===== config.mk =====
export PLATFORM = sky130hd
export DESIGN_NAME = spi_master
export DESIGN_NICKNAME = d
export VERILOG_FILES = /design/src/rtl/spi_pkg.sv /design/src/rtl/spi_clk_div.sv /design/src/rtl/spi_master.sv
export SDC_FILE = /design/constraint.sdc
export NUM_CORES = 1
export LEC_CHECK = 0
export CELL_PAD_IN_SITES_DETAIL_PLACEMENT = 0
export CELL_PAD_IN_SITES_GLOBAL_PLACEMENT = 2
export CORE_ASPECT_RATIO = 1.4
export CORE_UTILIZATION = 30
export DETAILED_ROUTE_END_ITERATION = 8
export PLACE_DENSITY = 0.7
export SYNTH_ARGS = -nofsm -noshare
export SYNTH_HDL_FRONTEND = slang
export SYNTH_SLANG_ARGS = --single-unit

===== constraint.sdc =====
create_clock -name clk -period 3.5 [get_ports clk]
set_input_delay 0.35 -clock clk [delete_from_list [all_inputs] [get_ports clk]]
set_output_delay 0.35 -clock clk [all_outputs]
set_load 0.02 [all_outputs]

===== src/rtl/spi_pkg.sv =====
// rtl/spi_pkg.sv - shared types and constants for the display-link SPI master
package spi_pkg;
  localparam int unsigned BYTE_W         = 8;
  localparam int unsigned CLKDIV_DEFAULT = 4;
  localparam int unsigned GAP_DEFAULT    = 8;

  typedef enum logic [2:0] {
    ST_IDLE,
    ST_LOAD,
    ST_SHIFT,
    ST_STALL,
    ST_TAIL,
    ST_GAP
  } spi_state_e;
endpackage


===== src/rtl/spi_clk_div.sv =====
// rtl/spi_clk_div.sv - restartable half-period counter for the SPI master
// tick_o marks the last clk of a half-period; pre_tick_o the one before it.
module spi_clk_div
  import spi_pkg::*;
#(
  parameter int unsigned CLKDIV = CLKDIV_DEFAULT
) (
  input  logic clk,
  input  logic rst,
  input  logic restart_i,
  output logic tick_o,
  output logic pre_tick_o
);
  logic [7:0] cnt_q, cnt_d;

  assign tick_o     = (cnt_q == 8'(CLKDIV - 1));
  assign pre_tick_o = (cnt_q == 8'(CLKDIV - 2));

  always_comb begin
    cnt_d = cnt_q + 8'd1;
    if (restart_i || tick_o) cnt_d = '0;
  end

  always_ff @(posedge clk or posedge rst) begin
    if (rst) cnt_q <= '0;
    else     cnt_q <= cnt_d;
  end
endmodule


===== src/rtl/spi_master.sv =====
// rtl/spi_master.sv - byte-stream SPI master with active-high frame select
// Frames are byte sequences ended by last; ss stays high across back-to-back bytes.
module spi_master
  import spi_pkg::*;
#(
  parameter int unsigned CLKDIV = CLKDIV_DEFAULT,
  parameter int unsigned GAP    = GAP_DEFAULT
) (
  input  logic              clk,
  input  logic              rst,
  input  logic [BYTE_W-1:0] data,
  input  logic              valid,
  input  logic              last,
  output logic              ready,
  output logic              sclk,
  output logic              ss,
  output logic              mosi,
  output logic              busy,
  output logic              done
);
  spi_state_e        state_q, state_d;
  logic [BYTE_W-1:0] shreg_q, shreg_d;
  logic [2:0]        bit_q, bit_d;
  logic [7:0]        gap_q, gap_d;
  logic              last_q, last_d;
  logic              sclk_q, sclk_d;
  logic              ss_q, ss_d;
  logic              mosi_q, mosi_d;
  logic              ready_q, ready_d;
  logic              busy_q, busy_d;
  logic              done_q, done_d;
  logic              tick, pre_tick, restart, accept, bit0_end;

  assign accept   = valid && ready_q;
  assign bit0_end = (state_q == ST_SHIFT) && sclk_q && (bit_q == 3'd0) && tick;
  assign restart  = (state_d != state_q);

  spi_clk_div #(.CLKDIV(CLKDIV)) u_clk_div (
    .clk        (clk),
    .rst        (rst),
    .restart_i  (restart),
    .tick_o     (tick),
    .pre_tick_o (pre_tick)
  );

  always_ff @(posedge clk or posedge rst) begin
    if (rst) state_q <= ST_IDLE;
    else     state_q <= state_d;
  end

  always_comb begin
    state_d = state_q;
    case (state_q)
      ST_IDLE:  if (accept) state_d = ST_LOAD;
      ST_LOAD:  if (tick) state_d = ST_SHIFT;
      ST_SHIFT: begin
        if (bit0_end) begin
          if (last_q)      state_d = ST_TAIL;
          else if (accept) state_d = ST_SHIFT;
          else             state_d = ST_STALL;
        end
      end
      ST_STALL: if (accept) state_d = ST_LOAD;
      ST_TAIL:  if (tick) state_d = ST_GAP;
      ST_GAP:   if (gap_q == 8'(GAP - 1)) state_d = ST_IDLE;
      default:  state_d = ST_IDLE;
    endcase
  end

  always_comb begin
    sclk_d  = sclk_q;
    ss_d    = ss_q;
    mosi_d  = mosi_q;
    shreg_d = shreg_q;
    bit_d   = bit_q;
    last_d  = last_q;
    gap_d   = '0;
    done_d  = 1'b0;
    case (state_q)
      ST_IDLE: if (accept) ss_d = 1'b1;
      ST_LOAD: if (tick) sclk_d = 1'b1;
      ST_SHIFT: begin
        if (tick) begin
          sclk_d = !sclk_q;
          if (sclk_q && (bit_q != 3'd0)) begin
            bit_d  = bit_q - 3'd1;
            mosi_d = shreg_q[bit_q - 3'd1];
          end
        end
      end
      ST_TAIL: begin
        if (tick) begin
          ss_d   = 1'b0;
          done_d = 1'b1;
        end
      end
      ST_GAP:  gap_d = gap_q + 8'd1;
      default: ;
    endcase
    // A mid-frame accept lands on the bit0 falling edge, so new bit7 leads the low half.
    if (accept) begin
      shreg_d = data;
      last_d  = last;
      mosi_d  = data[BYTE_W-1];
      bit_d   = 3'd7;
    end
    busy_d  = (state_d != ST_IDLE);
    ready_d = (state_d == ST_IDLE) || (state_d == ST_STALL) ||
              ((state_q == ST_SHIFT) && sclk_q && (bit_q == 3'd0) && !last_q && pre_tick);
  end

  always_ff @(posedge clk or posedge rst) begin
    if (rst) begin
      shreg_q <= '0;
      bit_q   <= '0;
      gap_q   <= '0;
      last_q  <= 1'b0;
      sclk_q  <= 1'b0;
      ss_q    <= 1'b0;
      mosi_q  <= 1'b0;
      ready_q <= 1'b0;
      busy_q  <= 1'b0;
      done_q  <= 1'b0;
    end else begin
      shreg_q <= shreg_d;
      bit_q   <= bit_d;
      gap_q   <= gap_d;
      last_q  <= last_d;
      sclk_q  <= sclk_d;
      ss_q    <= ss_d;
      mosi_q  <= mosi_d;
      ready_q <= ready_d;
      busy_q  <= busy_d;
      done_q  <= done_d;
    end
  end

  assign ready = ready_q;
  assign sclk  = sclk_q;
  assign ss    = ss_q;
  assign mosi  = mosi_q;
  assign busy  = busy_q;
  assign done  = done_q;
endmodule


Word level (Yosys, flattened, before mapping)
Index checks and enable logic that the tools add are counted.
- bits in registers: 37
- output and inout bits: 6
- word-level logic and storage cells: 84
- add/sub/neg operators: 3
- $lt $le $gt $ge: 1
- eq/ne operators: 14
- mux-type cells: 28
- reductions and logical operators: 26
- operators with widths (operator ; number):
    two-way mux 3 bit ; 10
    adder 8 x 1 -> 8 bit (second input constant) ; 2
    == test 8 x 2 -> 1 bit (second input constant) ; 2
    two-way mux 8 bit ; 2
    case mux 3 bit (5 select lines) ; 1
    two-way mux 1 bit ; 12
    nonzero test 2 bit ; 5
    == test 3 x 2 -> 1 bit (second input constant) ; 3
    logical NOT 3 bit ; 3
    AND reduction 3 bit ; 3
    == test 8 x 3 -> 1 bit (second input constant) ; 1
    != test 2 bit (second input constant) ; 4
    logical AND 1 bit ; 7
    == test 3 bit (second input constant) ; 2
    nonzero test 3 bit ; 2
    less-than comparator 3 x 4 -> 1 bit (second input constant) ; 1
    case mux 1 bit (2 select lines) ; 2
    binary-select mux 1 bit (select 3 bit) ; 1
    == test 3 x 1 -> 1 bit (second input constant) ; 1
    logical OR 1 bit ; 3
    != test 3 bit ; 1
    subtractor 3 x 1 -> 3 bit (second input constant) ; 1
    logical NOT 1 bit ; 2
    OR reduction 2 bit ; 1

Longest topological paths before layout
Gate-level depths: netlist of the first run.
- depth in word-level cells: 9
- mapped depth: 9

Cells and area by module
From an unflattened synthesis of the first run, not the netlist that was laid out.
- cell total of the unflattened synthesis: 182
- area total of the unflattened synthesis: 1893.1 µm²
- by module, submodules not included (module ; instances ; cells each ; area an instance (µm²)):
    spi_master ; 1 ; 140 ; 1496.4
    spi_clk_div ; 1 ; 42 ; 396.6

Worst setup path after synthesis of the first run
No wires, ideal clock.
- kind: reg2reg
- from: register ready_q (netlist: ready)
- to: register u_clk_div.cnt_q[0]
- setup time: 0.096 ns
- arrival time: 2.123 ns
- data required time: 3.404 ns
- slack: 1.281 ns
- cell stages (with the launch flop): 9
- cell sequence: dfrtp_1 -> and2_1 -> clkbuf_1 -> or4_1 -> a31oi_1 -> or3_1 -> buf_2 -> mux2_4 -> nor4_2
- cells in the longest elaborated chain, start to end: 8
- elaborated cells on any way between the ends: 9
- classes of those cells: eq/ne (1); mux (6); reduce/logical (2)
- RTL lines (item ; RTL line ; RTL):
    from (decl) ; spi_master.sv:29 ; logic ready_q, ready_d;
    from (signal assigned) ; spi_master.sv:132 ; ready_q <= ready_d;
    logical AND 1 bit (*) ; spi_master.sv:34 ; assign accept = valid && ready_q;
    two-way mux 1 bit ; spi_master.sv:59 ; else if (accept) state_d = ST_SHIFT;
    two-way mux 3 bit ; spi_master.sv:58 ; if (last_q) state_d = ST_TAIL;
    two-way mux 3 bit ; spi_master.sv:57 ; if (bit0_end) begin
    case mux 3 bit (5 select lines) (*) ; spi_master.sv:53 ; case (state_q)
    via state_d[0] ; spi_master.sv:21 ; spi_state_e state_q, state_d;
    != test 3 bit (*) ; spi_master.sv:36 ; assign restart = (state_d != state_q);
    logical OR 1 bit (*) ; spi_clk_div.sv:21 ; if (restart_i || tick_o) cnt_d = '0;
    two-way mux 8 bit (*) ; spi_clk_div.sv:21 ;
    via u_clk_div.cnt_d[0] ; spi_clk_div.sv:14 ; logic [7:0] cnt_q, cnt_d;
    to (signal assigned) ; spi_clk_div.sv:26 ; else cnt_q <= cnt_d;
    to (decl) ; spi_clk_div.sv:14 ;
The timed path passes the listed nets; every way through them passes the cells marked *.
A chain may end at the register's enable or synchronous reset.

Worst setup path after layout of the first run
- from: input port valid
- to: register u_clk_div.cnt_q[0]
- cells in the longest elaborated chain, start to end: 8
- elaborated cells on any way between the ends: 9
- classes of those cells: eq/ne (1); mux (6); reduce/logical (2)
- RTL lines (item ; RTL line ; RTL):
    from (decl) ; spi_master.sv:12 ; input logic valid,
    logical AND 1 bit (*) ; spi_master.sv:34 ;
    two-way mux 1 bit ; spi_master.sv:59 ;
    two-way mux 3 bit ; spi_master.sv:58 ;
    two-way mux 3 bit ; spi_master.sv:57 ;
    case mux 3 bit (5 select lines) (*) ; spi_master.sv:53 ;
    != test 3 bit (*) ; spi_master.sv:36 ;
    logical OR 1 bit (*) ; spi_clk_div.sv:21 ;
    two-way mux 8 bit (*) ; spi_clk_div.sv:21 ;
    via u_clk_div.cnt_d[0] ; spi_clk_div.sv:14 ;
Marks and branches as above.

==> results of run 1 <==
stage by stage:
step                worst slack (ns)  cell area (um2)  hold slack, ns  utilization (%)
detailed placement             0.751             2100           0.443             35.6
floorplan                       1.28             1860           0.425                -
global route                   0.897             2180           0.480             37.0
global placement               0.824             2100           0.438             35.6
CTS                             1.05             2180           0.453             37.0
finish                          1.05             2180           0.450             37.0
metal layers:
metal  global-route usage [%]  vias up
li1                         -      677
met1                     16.1      664
met2                     24.8       24
met3                     3.71        5
met4                     6.08        0
met5                        0        -
final cells by class:
| cell class | instances | area [um2] |
|---|---|---|
| fillers | 629 | 3720 |
| clock inverters | 2 | 10.0 |
| flip-flops and latches | 37 | 926 |
| multi-input cells | 138 | 881 |
| repair buffers | 18 | 178 |
| clock buffers | 6 | 72.6 |
| well taps | 70 | 87.6 |
| inverters | 8 | 30.0 |
power by group:
part | switching (mW) | leakage, nW | internal (mW)
combinational | 0.259 | 0.480 | 0.226
clock | 0.149 | 0.0450 | 0.138
sequential | 0.107 | 0.470 | 0.532
total | 0.515 | 0.995 | 0.897
critical path: stages:
cell and delay (ns):
clkdlybuf4s50_1 0.47, and2_1 0.49, or4_1 0.21, a31oi_1 0.07, or3_1 0.44, mux2_4 0.38, nor4_2 0.23
cell families after synthesis:
logic type,synth area share [%]
simple gates,27.2
flops,49.7
compound gates,5.78
fa+ha+maj,3.36
buf+inv,2.96
xor+xnor,6.12
mux,4.91
final timing paths:
kind	from	end	slack, ns	cells after the start
max	valid	u_clk_div.cnt_q[0]$_DFF_PP0_	1.05	7
max reg2reg	u_clk_div.cnt_q[0]$_DFF_PP0_	u_clk_div.cnt_q[0]$_DFF_PP0_	1.09	7
min reg2reg	gap_q[0]$_DFF_PP0_	gap_q[0]$_DFF_PP0_	0.45	1
min	gap_q[0]$_DFF_PP0_	gap_q[0]$_DFF_PP0_	0.45	1
max in group asynchronous	rst	gap_q[3]$_DFF_PP0_	2.70	3
min in group asynchronous	rst	bit_q[1]$_DFFE_PP0P_	0.46	3
cells in the mapped netlist (all sizes together), types with 4 or more instances:
| cell | instances | share of area (%) |
|---|---|---|
| nand2 | 38 | 7.7 |
| dfrtp | 37 | 50 |
| nor2 | 15 | 3.0 |
| nand3 | 12 | 3.2 |
| xor2 | 9 | 4.2 |
| inv | 8 | 1.6 |
| nor3 | 7 | 1.9 |
| a21oi | 5 | 1.3 |
| ha | 5 | 3.4 |
| o21ai | 5 | 1.3 |
| and3 | 4 | 1.3 |
| clkbuf | 4 | 0.81 |
| nor4 | 4 | 3.2 |
| xnor2 | 4 | 1.9 |
sequential cells by signal, summed over array words and instances, names as in the netlist:
signal           cells
gap_q                8
shreg_q              8
u_clk_div.cnt_q      8
bit_q                3
state_q              3
busy                 1
done                 1
last_q               1
mosi                 1
ready                1
sclk                 1
ss                   1
==> results.md, run 1 <==
- Static Leak: 0.995 nW
- TritonCTS Sinks: 37
- Data arrival time of the critical path: 2.64 ns
- Top Metal Used: met4
- Tmin final: 2.45 ns
- Die W: 68.6 um
- Slew HR: 62.0%
- Post-Route Setup TNS: 0 ns
- Post-CTS Setup Bufs: 0
- Number of flops mapped to enable cells by yosys: 0
- CTS H-tree depth: 2
- Max frequency: 0.408 GHz
- Die span in y: 95.2 um
- Die Area: 6530 um2
- Hold Buf Count CTS: 0
- Met3 Routed Length: 106 um
- Worst-path clk slew: 0.07 ns
- Skew final: 0.00353 ns
- YS warnings: 0
- Rows: 33
- Initial antenna violation count: 0
- Initial DRT Pass Iterations: 4
- Critical Path RT: 3.69 ns
- Commonest non-fill, non-tap cell in the layout: nand2_1
- Met2 wire length: 2010 um
- Total power: 1.41 mW
- Fin. Hold Viols: 0
- RSZ-0062 raised after global routing: false
- Global-route wire length before repair: 6720 um
- Area grow syn2layout: 17.3%
- Min-delay worst type: reg2reg
- Routability Congestion: 0.787
- Crit. End Element: flip-flop
- FF+latch count, synth: 37
- Cell variety after synth: 37
- Worst-Margin Slew: 0.571 ns
- Clock Tree Root: clkbuf_8
- Detailed Place HPWL: 2860 um
- Vias: 1370
- Port bufs: 17
- N_diodes: 0
- Post-DRT Antenna Nets: 0
- Worst-case vdd ir drop: 0.286 mV
- Setup CP Type: in2reg
- Number of vias per cell: 4.91
- Worst Setup Start Kind: input pin
- Outcome: finished clean
- Synth Instances: 189
- Overflow after GRT: 0
- Syn Area/Cell: 9.85 um2
- Commonest cells after routing, fill and taps aside: 38 x nand2_1, 37 x dfrtp_1, 17 x clkdlybuf4s50_1
- DP Cell Count: 271
- TritonCTS clock tree: built
- Avg WL per Cell: 13.7 um
- Max clock buf depth: 2
- Pwr per Cell Area: 646 nW/um2
- Post-synth ARST share: 100%
- Final setup vio count: 0
- Post-Syn Area: 1860 um2
- Layout cells sized above 1: 9.09%
- Initial Utilization: 31.5%
- # IOs: 18
- Max-Cap Viols: 0
- 1st-iter DRT viols: 43
- Nets: 225
- Vias in the first global route: 1451
- Worst Path Max Fanout: 17
- Worst-Skew Late Latency: 0.29 ns
- Final cycle utilization of the critical path: 70.0%
- Total GRT Usage: 14.3%
- Syn Nets: 206
- DRT Wirelength: 3830 um
- Metal-1 WL: 1630 um
- Synth Flop Type: dfrtp_1
- Drt drc: 0
- Cell Count, Final, Fillers Out: 279
- Pin count of the biggest net entering global routing: 38
- Post_cts resized: 0
- TritonCTS Buffers: 5
- Final Slew Violations: 0
- Core area: 5900 um2
- Sequential area share after synthesis: 49.7%
Note: power is estimated with default switching activity, not from simulation.
==> run 2, diff against run 1 <==
--- a/config.mk
+++ b/config.mk
@@ -10,7 +10,7 @@
 export CORE_ASPECT_RATIO = 1.4
 export CORE_UTILIZATION = 30
 export DETAILED_ROUTE_END_ITERATION = 8
-export PLACE_DENSITY = 0.7
+export PLACE_DENSITY = 0.73
 export SYNTH_ARGS = -nofsm -noshare
 export SYNTH_HDL_FRONTEND = slang
 export SYNTH_SLANG_ARGS = --single-unit
==> constraint.sdc (replaced) <==
create_clock -name clk -period 2 [get_ports clk]
set_input_delay 0.2 -clock clk [delete_from_list [all_inputs] [get_ports clk]]
set_output_delay 0.2 -clock clk [all_outputs]
set_load 0.02 [all_outputs]
==> run 2 against run 1 <==
Against the previous run:
- the run now ends with negative setup slack left
- power increased by 110%
- combinational power grew to 2.7 times the previous value
- largest power group is now combinational cells
- clock skew increased by 0.0039 ns
- critical endpoint unchanged
- clock-buffer cell count up 1
==> results.md, run 2 (synthesized netlist as in run 1, its figures left out) <==
- Outcome: complete, but fails checks
- Failing checks: negative setup slack
- TritonCTS Sinks: 37
- Total power: 3.03 mW
- DRT Wirelength: 4220 um
- TritonCTS clock tree: built
- Max clock buf depth: 2
- 1st-iter DRT viols: 55
- Max-Cap Viols: 0
- Pwr per Cell Area: 1150 nW/um2
- DP Cell Count: 307
- Top flop regs: gap_q (8), shreg_q (8), u_clk_div.cnt_q (8)
- Area grow syn2layout: 41.0%
- CP Depth: 6
- Pin count of the biggest net entering global routing: 38
- Total GRT Usage: 15.3%
- Worst-case vdd ir drop: 0.530 mV
- Static Leak: 1.21 nW
- Data arrival time of the critical path: 2.33 ns
- Core area: 5900 um2
- Commonest non-fill, non-tap cell in the layout: buf_4
- WHS: 0.319 ns
- Initial antenna violation count: 0
- RSZ-0062 raised after global routing: true
- Hold Buf Count CTS: 0
- Crit path cell chain: nor4_4 > and2_4 > a31oi_4 > or3_4 > mux2_4 > nor4_4
- Vias in the first global route: 1550
- Final setup margin: -0.140 ns
- Layout cells sized above 1: 28.9%
- Worst setup path endpoint: u_clk_div.cnt_q[0]$_DFF_PP0_
- GRT met1 Usage: 17.0%
- Max frequency: 0.467 GHz
- Skew final: 0.00742 ns
- Setup CP Type: reg2reg
- Met2 usage: 26.7%
- Slowest stage delay, CP: 0.41 ns
- Worst-path clk slew: 0.07 ns
- Worst-Skew Late Latency: 0.29 ns
- Critical path origin: u_clk_div.cnt_q[6]$_DFF_PP0_
- Final setup vio count: 10
- Grt met3 use: 3.35%
- Min-delay worst type: in2async
- Slowest CP cell: dfrtp_1
- R2r endpoint: u_clk_div.cnt_q[0]$_DFF_PP0_
- Initial DRT Pass Iterations: 4
- Drt drc: 0
- Post-Route Setup TNS: -0.942 ns
- FILL cells: 578
- Die W: 68.6 um
- Worst Path Buf+Inv: 0
- Clock Tree Root: clkbuf_8
- Routability Congestion: 0.725
- GR peak layer: met2
- Cell Count, Final, Fillers Out: 319
- # IOs: 18
- Fin. Hold Viols: 0
- Most frequent CP cell: nor4_4
- Number of vias per cell: 4.74
- Tmin final: 2.14 ns
- Detailed Place HPWL: 3010 um
- Initial Utilization: 31.5%
- Die span in y: 95.2 um
- Global-route wire length before repair: 7110 um
- Vias: 1511
- Final cycle utilization of the critical path: 107%
- Slew HR: 67.5%
- FF-to-FF Start: u_clk_div.cnt_q[6]$_DFF_PP0_
- Critical Path RT: 2.19 ns
- Worst Reg-to-Reg Cells: 6
- Rows: 33
- Largest delay share family, worst path: simple AND/OR/NAND/NOR gates
- Commonest cells after routing, fill and taps aside: 41 x buf_4, 38 x nand2_1, 36 x dfrtp_1
- TritonCTS Buffers: 5
- Avg WL per Cell: 13.2 um
- Worst Setup Start Kind: flip-flop
- N_diodes: 0
- Port bufs: 17
- Reg2Reg Setup Slack: -0.14 ns
- Nets: 265
- Final Slew Violations: 0
- CTS H-tree depth: 2
- Post-DRT Antenna Nets: 0
- Crit. End Element: flip-flop
- Die Area: 6530 um2
- Worst Path Max Fanout: 8
- Worst-Margin Slew: 0.487 ns
- Overflow after GRT: 0
==> run 2: changes by cell type in the layout (fill, tap and decap cells not counted), sizes merged <==
cell | before | now
buf | 1 | 41
clkinv | 2 | 0
bufinv | 0 | 1
clkbuf | 6 | 7
==> run 2: area by class of cell <==
type                            instances  area [um2]  area share (%)
Multi-Input combinational cell        138         986            37.6
Timing Repair Buffer                   58         478            18.2
Clock inverter                          1        30.0            1.14
Inverter                                8        30.0            1.14
Clock buffer                            7        86.3            3.29
Tap cell                               70        87.6            3.34
Sequential cell                        37         927            35.3
==> run 2: worst register-to-register path, delay by kind of cell, from the launching register on <==
family,cells,cell delay (ns)
compound gates,1,0.08
flops,1,0.41
mux,1,0.37
simple gates,4,1.19
==> run 2: metal layers <==
metal  vias up  share of wire (%)
met5         -                  0
met4         0                2.1
met3         7                2.1
met2        17                 52
met1       729                 43
li1        758                  -
==> run 2: what timing repair did <==
action / CTS / global route
pin swaps: 1 / 5
resized for setup: 1 / 15
setup endpoints to repair: 10 / 10
buffers inserted: 2 / 2
==> run 2: worst min-delay path by stage <==
stage | endpoint | slack, ns | cells after the start
after floorplan | shreg_q[0]$_DFFE_PP0P_ | 0.31 | 2
after global placement | shreg_q[0]$_DFFE_PP0P_ | 0.46 | 2
after detailed placement | shreg_q[0]$_DFFE_PP0P_ | 0.46 | 2
after CTS | bit_q[1]$_DFFE_PP0P_ | 0.34 | 3
after global routing | bit_q[1]$_DFFE_PP0P_ | 0.40 | 3
final | last_q$_DFFE_PP0P_ | 0.32 | 3
==> run 2: power breakdown <==
| part | switching (mW) | total (mW) | internal [mW] |
|---|---|---|---|
| registers | 0.104 | 1.04 | 0.934 |
| logic | 0.649 | 1.32 | 0.673 |
| clock network | 0.258 | 0.664 | 0.407 |
| total | 1.01 | 3.03 | 2.01 |
==> run 2: metrics by stage <==
stage	utilization, %	instance area, um2	setup WS, ns
2_1_floorplan	-	1870	-0.197
3_3_place_gp	40.3	2380	-0.291
3_5_place_dp	40.3	2380	-0.320
4_1_cts	42.7	2520	-0.136
5_1_grt	44.5	2630	-0.240
6_report	44.5	2630	-0.140
